===== src/rtl/fp_multiplier_pipe_if.sv =====
// Operand/result handshake bundle for fp_multiplier_pipe.
// The master drives operands and out_ready; the slave is the multiplier.
interface fp_multiplier_pipe_if #(
  parameter int EXP_W = 8,
  parameter int MAN_W = 23
);
  localparam int W = EXP_W + MAN_W + 1;

  logic         in_valid;
  logic         in_ready;
  logic [W-1:0] input_a;
  logic [W-1:0] input_b;
  logic         out_valid;
  logic         out_ready;
  logic [W-1:0] result;
  logic [3:0]   flags;

  modport master (
    output in_valid, input_a, input_b, out_ready,
    input  in_ready, out_valid, result, flags
  );

  modport slave (
    input  in_valid, input_a, input_b, out_ready,
    output in_ready, out_valid, result, flags
  );
endinterface


===== src/rtl/fp_multiplier_pipe.sv =====
// Three-stage IEEE-754 multiplier: classify, multiply, normalise/round/pack.
// All stages advance together; a stalled output register freezes the whole pipe.
module fp_multiplier_pipe #(
  parameter int EXP_W = 8,
  parameter int MAN_W = 23
) (
  input logic                 clk,
  input logic                 reset_n,
  fp_multiplier_pipe_if.slave bus
);
  localparam int W  = EXP_W + MAN_W + 1;
  localparam int PW = 2 * MAN_W + 2;
  localparam logic signed [EXP_W+1:0] BIAS_S     = (EXP_W+2)'((1 << (EXP_W - 1)) - 1);
  localparam logic signed [EXP_W+1:0] EXP_MAX_S  = (EXP_W+2)'((1 << EXP_W) - 1);
  localparam logic signed [EXP_W+1:0] EXP_ONE_S  = (EXP_W+2)'(1);
  localparam logic signed [EXP_W+1:0] EXP_ZERO_S = (EXP_W+2)'(0);
  localparam logic [W-1:0] QNAN = {1'b0, {EXP_W{1'b1}}, 1'b1, {(MAN_W-1){1'b0}}};
  localparam logic [W-2:0] INF_MAG  = {{EXP_W{1'b1}}, {MAN_W{1'b0}}};
  localparam logic [W-2:0] ZERO_MAG = {(W-1){1'b0}};

  typedef enum logic [1:0] {K_NORM, K_NAN, K_INF, K_ZERO} kind_t;

  logic en_s;

  logic [EXP_W-1:0] exp_a_s, exp_b_s;
  logic [MAN_W-1:0] frac_a_s, frac_b_s;
  logic zero_a_s, zero_b_s, inf_a_s, inf_b_s, nan_a_s, nan_b_s, snan_a_s, snan_b_s;
  kind_t kind_s;
  logic  invalid_s;
  logic signed [EXP_W+1:0] exp_sum_s;

  logic                    s1_valid_r, s1_sign_r, s1_invalid_r;
  logic signed [EXP_W+1:0] s1_exp_r;
  logic [MAN_W:0]          s1_man_a_r, s1_man_b_r;
  kind_t                   s1_kind_r;

  logic                    s2_valid_r, s2_sign_r, s2_invalid_r;
  logic signed [EXP_W+1:0] s2_exp_r;
  logic [PW-1:0]           s2_prod_r;
  kind_t                   s2_kind_r;

  logic [MAN_W:0]          mant_s;
  logic [MAN_W+1:0]        mant_rnd_s;
  logic [MAN_W-1:0]        frac_s;
  logic                    guard_s, sticky_s, round_up_s, inexact_s;
  logic signed [EXP_W+1:0] exp_n_s, exp_f_s;
  logic [W-1:0]            res_s;
  logic [3:0]              flg_s;

  logic         out_valid_r;
  logic [W-1:0] result_r;
  logic [3:0]   flags_r;

  assign en_s          = !out_valid_r || bus.out_ready;
  assign bus.in_ready  = en_s;
  assign bus.out_valid = out_valid_r;
  assign bus.result    = result_r;
  assign bus.flags     = flags_r;

  assign exp_a_s  = bus.input_a[W-2:MAN_W];
  assign exp_b_s  = bus.input_b[W-2:MAN_W];
  assign frac_a_s = bus.input_a[MAN_W-1:0];
  assign frac_b_s = bus.input_b[MAN_W-1:0];
  assign zero_a_s = (exp_a_s == {EXP_W{1'b0}});
  assign zero_b_s = (exp_b_s == {EXP_W{1'b0}});
  assign inf_a_s  = (exp_a_s == {EXP_W{1'b1}}) && (frac_a_s == {MAN_W{1'b0}});
  assign inf_b_s  = (exp_b_s == {EXP_W{1'b1}}) && (frac_b_s == {MAN_W{1'b0}});
  assign nan_a_s  = (exp_a_s == {EXP_W{1'b1}}) && (frac_a_s != {MAN_W{1'b0}});
  assign nan_b_s  = (exp_b_s == {EXP_W{1'b1}}) && (frac_b_s != {MAN_W{1'b0}});
  assign snan_a_s = nan_a_s && !frac_a_s[MAN_W-1];
  assign snan_b_s = nan_b_s && !frac_b_s[MAN_W-1];
  assign exp_sum_s = $signed({2'b00, exp_a_s}) + $signed({2'b00, exp_b_s}) - BIAS_S;

  // Resolve the special-value class up front so later stages only carry a tag
  always_comb begin
    kind_s    = K_NORM;
    invalid_s = 1'b0;
    if (nan_a_s || nan_b_s || (inf_a_s && zero_b_s) || (zero_a_s && inf_b_s)) begin
      kind_s    = K_NAN;
      invalid_s = snan_a_s || snan_b_s || (inf_a_s && zero_b_s) || (zero_a_s && inf_b_s);
    end else if (inf_a_s || inf_b_s) begin
      kind_s = K_INF;
    end else if (zero_a_s || zero_b_s) begin
      kind_s = K_ZERO;
    end else begin
      kind_s = K_NORM;
    end
  end

  // Stage 1: unpacked operands, biased exponent sum and class
  always_ff @(posedge clk or negedge reset_n) begin
    if (!reset_n) begin
      s1_valid_r   <= 1'b0;
      s1_sign_r    <= 1'b0;
      s1_invalid_r <= 1'b0;
      s1_exp_r     <= EXP_ZERO_S;
      s1_man_a_r   <= {(MAN_W+1){1'b0}};
      s1_man_b_r   <= {(MAN_W+1){1'b0}};
      s1_kind_r    <= K_ZERO;
    end else if (en_s) begin
      s1_valid_r   <= bus.in_valid;
      s1_sign_r    <= bus.input_a[W-1] ^ bus.input_b[W-1];
      s1_invalid_r <= invalid_s;
      s1_exp_r     <= exp_sum_s;
      s1_man_a_r   <= {1'b1, frac_a_s};
      s1_man_b_r   <= {1'b1, frac_b_s};
      s1_kind_r    <= kind_s;
    end
  end

  // Stage 2: full-width significand product
  always_ff @(posedge clk or negedge reset_n) begin
    if (!reset_n) begin
      s2_valid_r   <= 1'b0;
      s2_sign_r    <= 1'b0;
      s2_invalid_r <= 1'b0;
      s2_exp_r     <= EXP_ZERO_S;
      s2_prod_r    <= {PW{1'b0}};
      s2_kind_r    <= K_ZERO;
    end else if (en_s) begin
      s2_valid_r   <= s1_valid_r;
      s2_sign_r    <= s1_sign_r;
      s2_invalid_r <= s1_invalid_r;
      s2_exp_r     <= s1_exp_r;
      s2_prod_r    <= PW'(s1_man_a_r) * PW'(s1_man_b_r);
      s2_kind_r    <= s1_kind_r;
    end
  end

  // Normalise, round to nearest-even and apply range limits and specials
  always_comb begin
    mant_s   = s2_prod_r[PW-2:MAN_W];
    guard_s  = s2_prod_r[MAN_W-1];
    sticky_s = |s2_prod_r[MAN_W-2:0];
    exp_n_s  = s2_exp_r;
    if (s2_prod_r[PW-1]) begin
      mant_s   = s2_prod_r[PW-1:MAN_W+1];
      guard_s  = s2_prod_r[MAN_W];
      sticky_s = |s2_prod_r[MAN_W-1:0];
      exp_n_s  = s2_exp_r + EXP_ONE_S;
    end else begin
      exp_n_s  = s2_exp_r;
    end
    round_up_s = guard_s & (sticky_s | mant_s[0]);
    inexact_s  = guard_s | sticky_s;
    mant_rnd_s = {1'b0, mant_s} + {{(MAN_W+1){1'b0}}, round_up_s};
    // A carry out leaves exactly 1.0 in the upper bits, so the shifted field is zero
    if (mant_rnd_s[MAN_W+1]) begin
      frac_s  = mant_rnd_s[MAN_W:1];
      exp_f_s = exp_n_s + EXP_ONE_S;
    end else begin
      frac_s  = mant_rnd_s[MAN_W-1:0];
      exp_f_s = exp_n_s;
    end
    res_s = {W{1'b0}};
    flg_s = 4'b0000;
    case (s2_kind_r)
      K_NAN: begin
        res_s = QNAN;
        flg_s = {s2_invalid_r, 3'b000};
      end
      K_INF:  res_s = {s2_sign_r, INF_MAG};
      K_ZERO: res_s = {s2_sign_r, ZERO_MAG};
      K_NORM: begin
        if (exp_f_s >= EXP_MAX_S) begin
          res_s = {s2_sign_r, INF_MAG};
          flg_s = 4'b0101;
        end else if (exp_f_s <= EXP_ZERO_S) begin
          res_s = {s2_sign_r, ZERO_MAG};
          flg_s = 4'b0011;
        end else begin
          res_s = {s2_sign_r, exp_f_s[EXP_W-1:0], frac_s};
          flg_s = {3'b000, inexact_s};
        end
      end
      default: begin
        res_s = {W{1'b0}};
        flg_s = 4'b0000;
      end
    endcase
  end

  // Stage 3: output register, held while downstream stalls
  always_ff @(posedge clk or negedge reset_n) begin
    if (!reset_n) begin
      out_valid_r <= 1'b0;
      result_r    <= {W{1'b0}};
      flags_r     <= 4'b0000;
    end else if (en_s) begin
      out_valid_r <= s2_valid_r;
      result_r    <= res_s;
      flags_r     <= flg_s;
    end
  end
endmodule


===== src/flat_wrapper.sv =====
// flat-port wrapper written by rule: the top's interface ports become plain ports
module fp_multiplier_pipe_flat 
#(
  parameter int EXP_W = 8,
  parameter int MAN_W = 23
)
  (clk, reset_n, bus_in_valid, bus_input_a, bus_input_b, bus_out_ready, bus_in_ready, bus_out_valid, bus_result, bus_flags);
  fp_multiplier_pipe_if #(.EXP_W(EXP_W), .MAN_W(MAN_W)) bus_i ();
  input logic clk;
  input logic reset_n;
  input wire logic [$bits(bus_i.in_valid)-1:0] bus_in_valid;
  input wire logic [$bits(bus_i.input_a)-1:0] bus_input_a;
  input wire logic [$bits(bus_i.input_b)-1:0] bus_input_b;
  input wire logic [$bits(bus_i.out_ready)-1:0] bus_out_ready;
  output wire logic [$bits(bus_i.in_ready)-1:0] bus_in_ready;
  output wire logic [$bits(bus_i.out_valid)-1:0] bus_out_valid;
  output wire logic [$bits(bus_i.result)-1:0] bus_result;
  output wire logic [$bits(bus_i.flags)-1:0] bus_flags;
  assign bus_i.in_valid = bus_in_valid;
  assign bus_i.input_a = bus_input_a;
  assign bus_i.input_b = bus_input_b;
  assign bus_i.out_ready = bus_out_ready;
  assign bus_in_ready = bus_i.in_ready;
  assign bus_out_valid = bus_i.out_valid;
  assign bus_result = bus_i.result;
  assign bus_flags = bus_i.flags;
  fp_multiplier_pipe #(.EXP_W(EXP_W), .MAN_W(MAN_W)) u_core (.clk(clk), .reset_n(reset_n), .bus(bus_i));
endmodule

===== config.mk =====
export PLATFORM = sky130hd
export DESIGN_NAME = fp_multiplier_pipe_flat
export DESIGN_NICKNAME = d
export VERILOG_FILES = /design/src/rtl/fp_multiplier_pipe_if.sv /design/src/rtl/fp_multiplier_pipe.sv /design/src/flat_wrapper.sv
export SDC_FILE = /design/constraint.sdc
export NUM_CORES = 2
export LEC_CHECK = 0
export ABC_AREA = 1
export CAP_MARGIN = 20
export CORE_MARGIN = 3
export CORE_UTILIZATION = 60
export DETAILED_ROUTE_END_ITERATION = 6
export GPL_TIMING_DRIVEN = 0
export HOLD_SLACK_MARGIN = 0.05
export PLACE_DENSITY = 0.79
export SETUP_SLACK_MARGIN = 0.5
export SYNTH_ARGS = -nofsm -noshare
export SYNTH_HDL_FRONTEND = slang
export SYNTH_SLANG_ARGS = --single-unit

===== constraint.sdc =====
create_clock -name clk -period 19.32 [get_ports clk]
set_input_delay 3.864 -clock clk [delete_from_list [all_inputs] [get_ports clk]]
set_output_delay 3.864 -clock clk [all_outputs]
set_load 0.1 [all_outputs]

==> metrics <==
status completed; critical path startpoint bus_out_ready; Final Util 0.664; worst skew pair latency 520 ps; Adder-Cell Fraction of Synth Area 0.419; crit path DAT 7320 ps; type of origin of the critical path input port; Final Skew 33.0 ps; drt pass-1 iters 6; CP max-delay cell clkdlybuf4s50_1; Final Hold Fails 0; initial DRC count between 2k and 3k; EDFF count, synth 0; Tightest Pin Transition 1130 ps; FF-to-FF Start u_core.s1_man_a_r[8]; HP Class reg2reg; Vias 25.5k; FMAX 89.4 MHz; RR Endpoint u_core.s2_prod_r[42]; CTS tree built; Num CTS Buffers 17; Layout area overhead 8.53%; Syn Nets 4576; Syn Inst Count 3838; wirelength, routed approximately 94000 µm; FF-to-FF path depth 31; Synth Warn # 0; Post-DP HPWL 77100 µm; Resize count post-CTS 0; Final WS setup 8140 ps; largest family of logic cells by synthesized area adder cells; Synth Area per Inst between 7 and 8 µm²; Placer Congestion 1.01; XOR/XNOR Fraction of Synth Area 0.0159; Hold Path Cell Cnt 2; min Tclk post-route 11180 ps; Routed Antenna Nets 0; CTS sink count between 150 and 200; core area 0.0469 mm²; Critical Path, Cell by Cell clkdlybuf4s50_1, nor2_1, clkinv_1, clkbuf_1, clkbuf_1, clkdlybuf4s50_1; critical path class in2out; DRC 0; crit-path leading delay family buffers and inverters; largest net degree at the start of global routing 113; Synth Register Bits 162; grt ovf 0; die footprint 0.0505 mm²; first-pass GRT wire length 144000 µm; CP required 15460 ps; Post-Syn Area 0.0287 mm²; FF-to-FF setup slack 10950 ps; simple-gate share of the synthesized area 0.209; cts hold-fix bufs 0; post-route setup TNS 0 ps; Starting Density 0.612; RSZ-0062 raised after global routing no; Slew HR 0.247; max_cap viols 0; clk buf depth 2; Worst setup EP type primary output; post-CTS setup buffers 0; clk root buf clkbuf_16; IO Port Bufs 105; Die H 225 µm; crit share post-route 0.579; post-synthesis mux area share 0; Slew Limit Fails 0; Reg clk slew, reported paths ~60 ps; CP peak stage delay 1090 ps; total track usage 0.385; Place WS around 8200 ps; ys async rst share 1.00; # nets final 4701; Stages on worst setup path 6; worst-path fanout max 10; crit path to bus_in_ready; number of global-route vias before repair 24.9k; vias per cell roughly 5.6; Setup-failing EPs final 0; Worst Hold Margin 482 ps; initial antenna violation count 0; Seq/Total Area, Yosys 0.142; CP bufs+invs 5; WL/cell between 20 and 25 µm; ys flop type dfrtp_1; Synth cell types 50; H-Tree Depth 4; I/O pin cnt 106; Die W around 220 µm; Cell Rows just under 80; Synth Area in Compound Gates 0.0561; share of cells above drive strength 1 0.0319
-- synth_stat cells (20+ instances only) --
master	instances	share of area
nand2_1	1136	0.15
inv_1	989	0.13
fa_1	483	0.34
ha_1	187	0.082
nor2_1	176	0.023
clkbuf_1	167	0.022
dfrtp_1	158	0.14
o21ai_0	118	0.021
a21oi_1	80	0.014
nand3_1	66	0.012
xor2_1	32	0.0098
nand4_1	26	0.0057
o21ai_2	24	0.0073
xnor2_1	20	0.0061
-- registers in the layout, summed over array words and instances (netlist names) --
| name | cells |
|---|---|
| u_core.s2_sign_r | 1 |
| u_core.s2_invalid_r | 1 |
| u_core.s1_valid_r | 1 |
| u_core.bus.result | 32 |
| u_core.s1_invalid_r | 1 |
| u_core.s2_exp_r | 10 |
| u_core.s2_valid_r | 1 |
| u_core.s2_prod_r | 48 |
| u_core.s1_kind_r | 2 |
| u_core.s2_kind_r | 2 |
| u_core.bus.flags | 4 |
| u_core.s1_man_a_r | 23 |
| u_core.s1_man_b_r | 24 |
| u_core.s1_exp_r | 10 |
| u_core.bus.out_valid | 1 |
| u_core.s1_sign_r | 1 |
-- final cells by class --
class | instances | area (µm²)
Tap cell | 607 | 759
Buffer | 189 | 816
Inverter | 996 | 3740
Timing Repair Buffer | 106 | 1080
Fill cell | 4172 | 15700
Clock buffer | 19 | 433
Multi-Input combinational cell | 2491 | 20100
Antenna cell | 1 | 2.50
Clock inverter | 13 | 168
Sequential cell | 162 | 4060
-- metal layers --
| layer | wire length [µm] | track usage | vias to the layer above |
|---|---|---|---|
| met5 | 0 | 0 | - |
| met4 | 5200 | 0.179 | 0 |
| met3 | 11400 | 0.107 | 317 |
| met2 | 40000 | 0.563 | 1425 |
| met1 | 37700 | 0.537 | 12371 |
| li1 | - | - | 11342 |
-- cell usage in the layout (no fill, tap or decap), types with 5 or more instances in the layout --
master and n:
o21a_1 7, nor2_1 176, clkdlybuf4s50_1 104, xnor2_1 20, nor2_2 7, a211oi_1 6
nor4_1 12, clkbuf_1 169, buf_6 12, nand2_1 1136, a21o_1 5, inv_1 989
o21ai_1 10, nand4_1 26, o21ai_0 118, nand2_2 5, o21ai_2 24, a21oi_1 80
xor2_1 32, buf_1 5, o21bai_1 7, or2_2 19, nor3_1 14, a31oi_1 14
nand3_1 66, dfrtp_1 158, ha_1 187, fa_1 483, clkbuf_16 17
-- worst reg2reg max path, delay by kind of cell (launching register included) --
kind / cells / cell delay [ps]
compound gates: 5 / 1220
fa+ha+maj: 8 / 3790
simple gates: 8 / 870
flops: 1 / 330
buf+inv: 10 / 1980
-- worst min-delay path by stage --
stage	start	end	slack (ps)
3_5_place_dp	u_core.s2_prod_r[20]	u_core.s2_prod_r[20]	470
6_report	u_core.s2_prod_r[13]	u_core.s2_prod_r[13]	480
3_3_place_gp	u_core.s2_valid_r	u_core.bus.out_valid	450
4_1_cts	u_core.s2_prod_r[20]	u_core.s2_prod_r[20]	480
2_1_floorplan	u_core.s2_valid_r	u_core.bus.out_valid	440
5_1_grt	u_core.s2_valid_r	u_core.bus.out_valid	500
-- logic make-up after synthesis --
kind of cell	after synthesis
buffers and inverters	1185
and+or+nand+nor	1487
DFF	162
adders and majority gates	670
xor gates and xnor gates	52
AOI/OAI and AO/OA	282
-- stage by stage --
stage	instance area [µm²]	instances
after floorplan	28700	3838
after global placement	30500	4550
after CTS	31100	4583
after detailed placement	30500	4551
final	31100	4584
after global routing	31100	4583
Power is left out: the tool's default activity adds up to more than one toggle a clock period on the data nets, which glitch-free logic cannot reach.
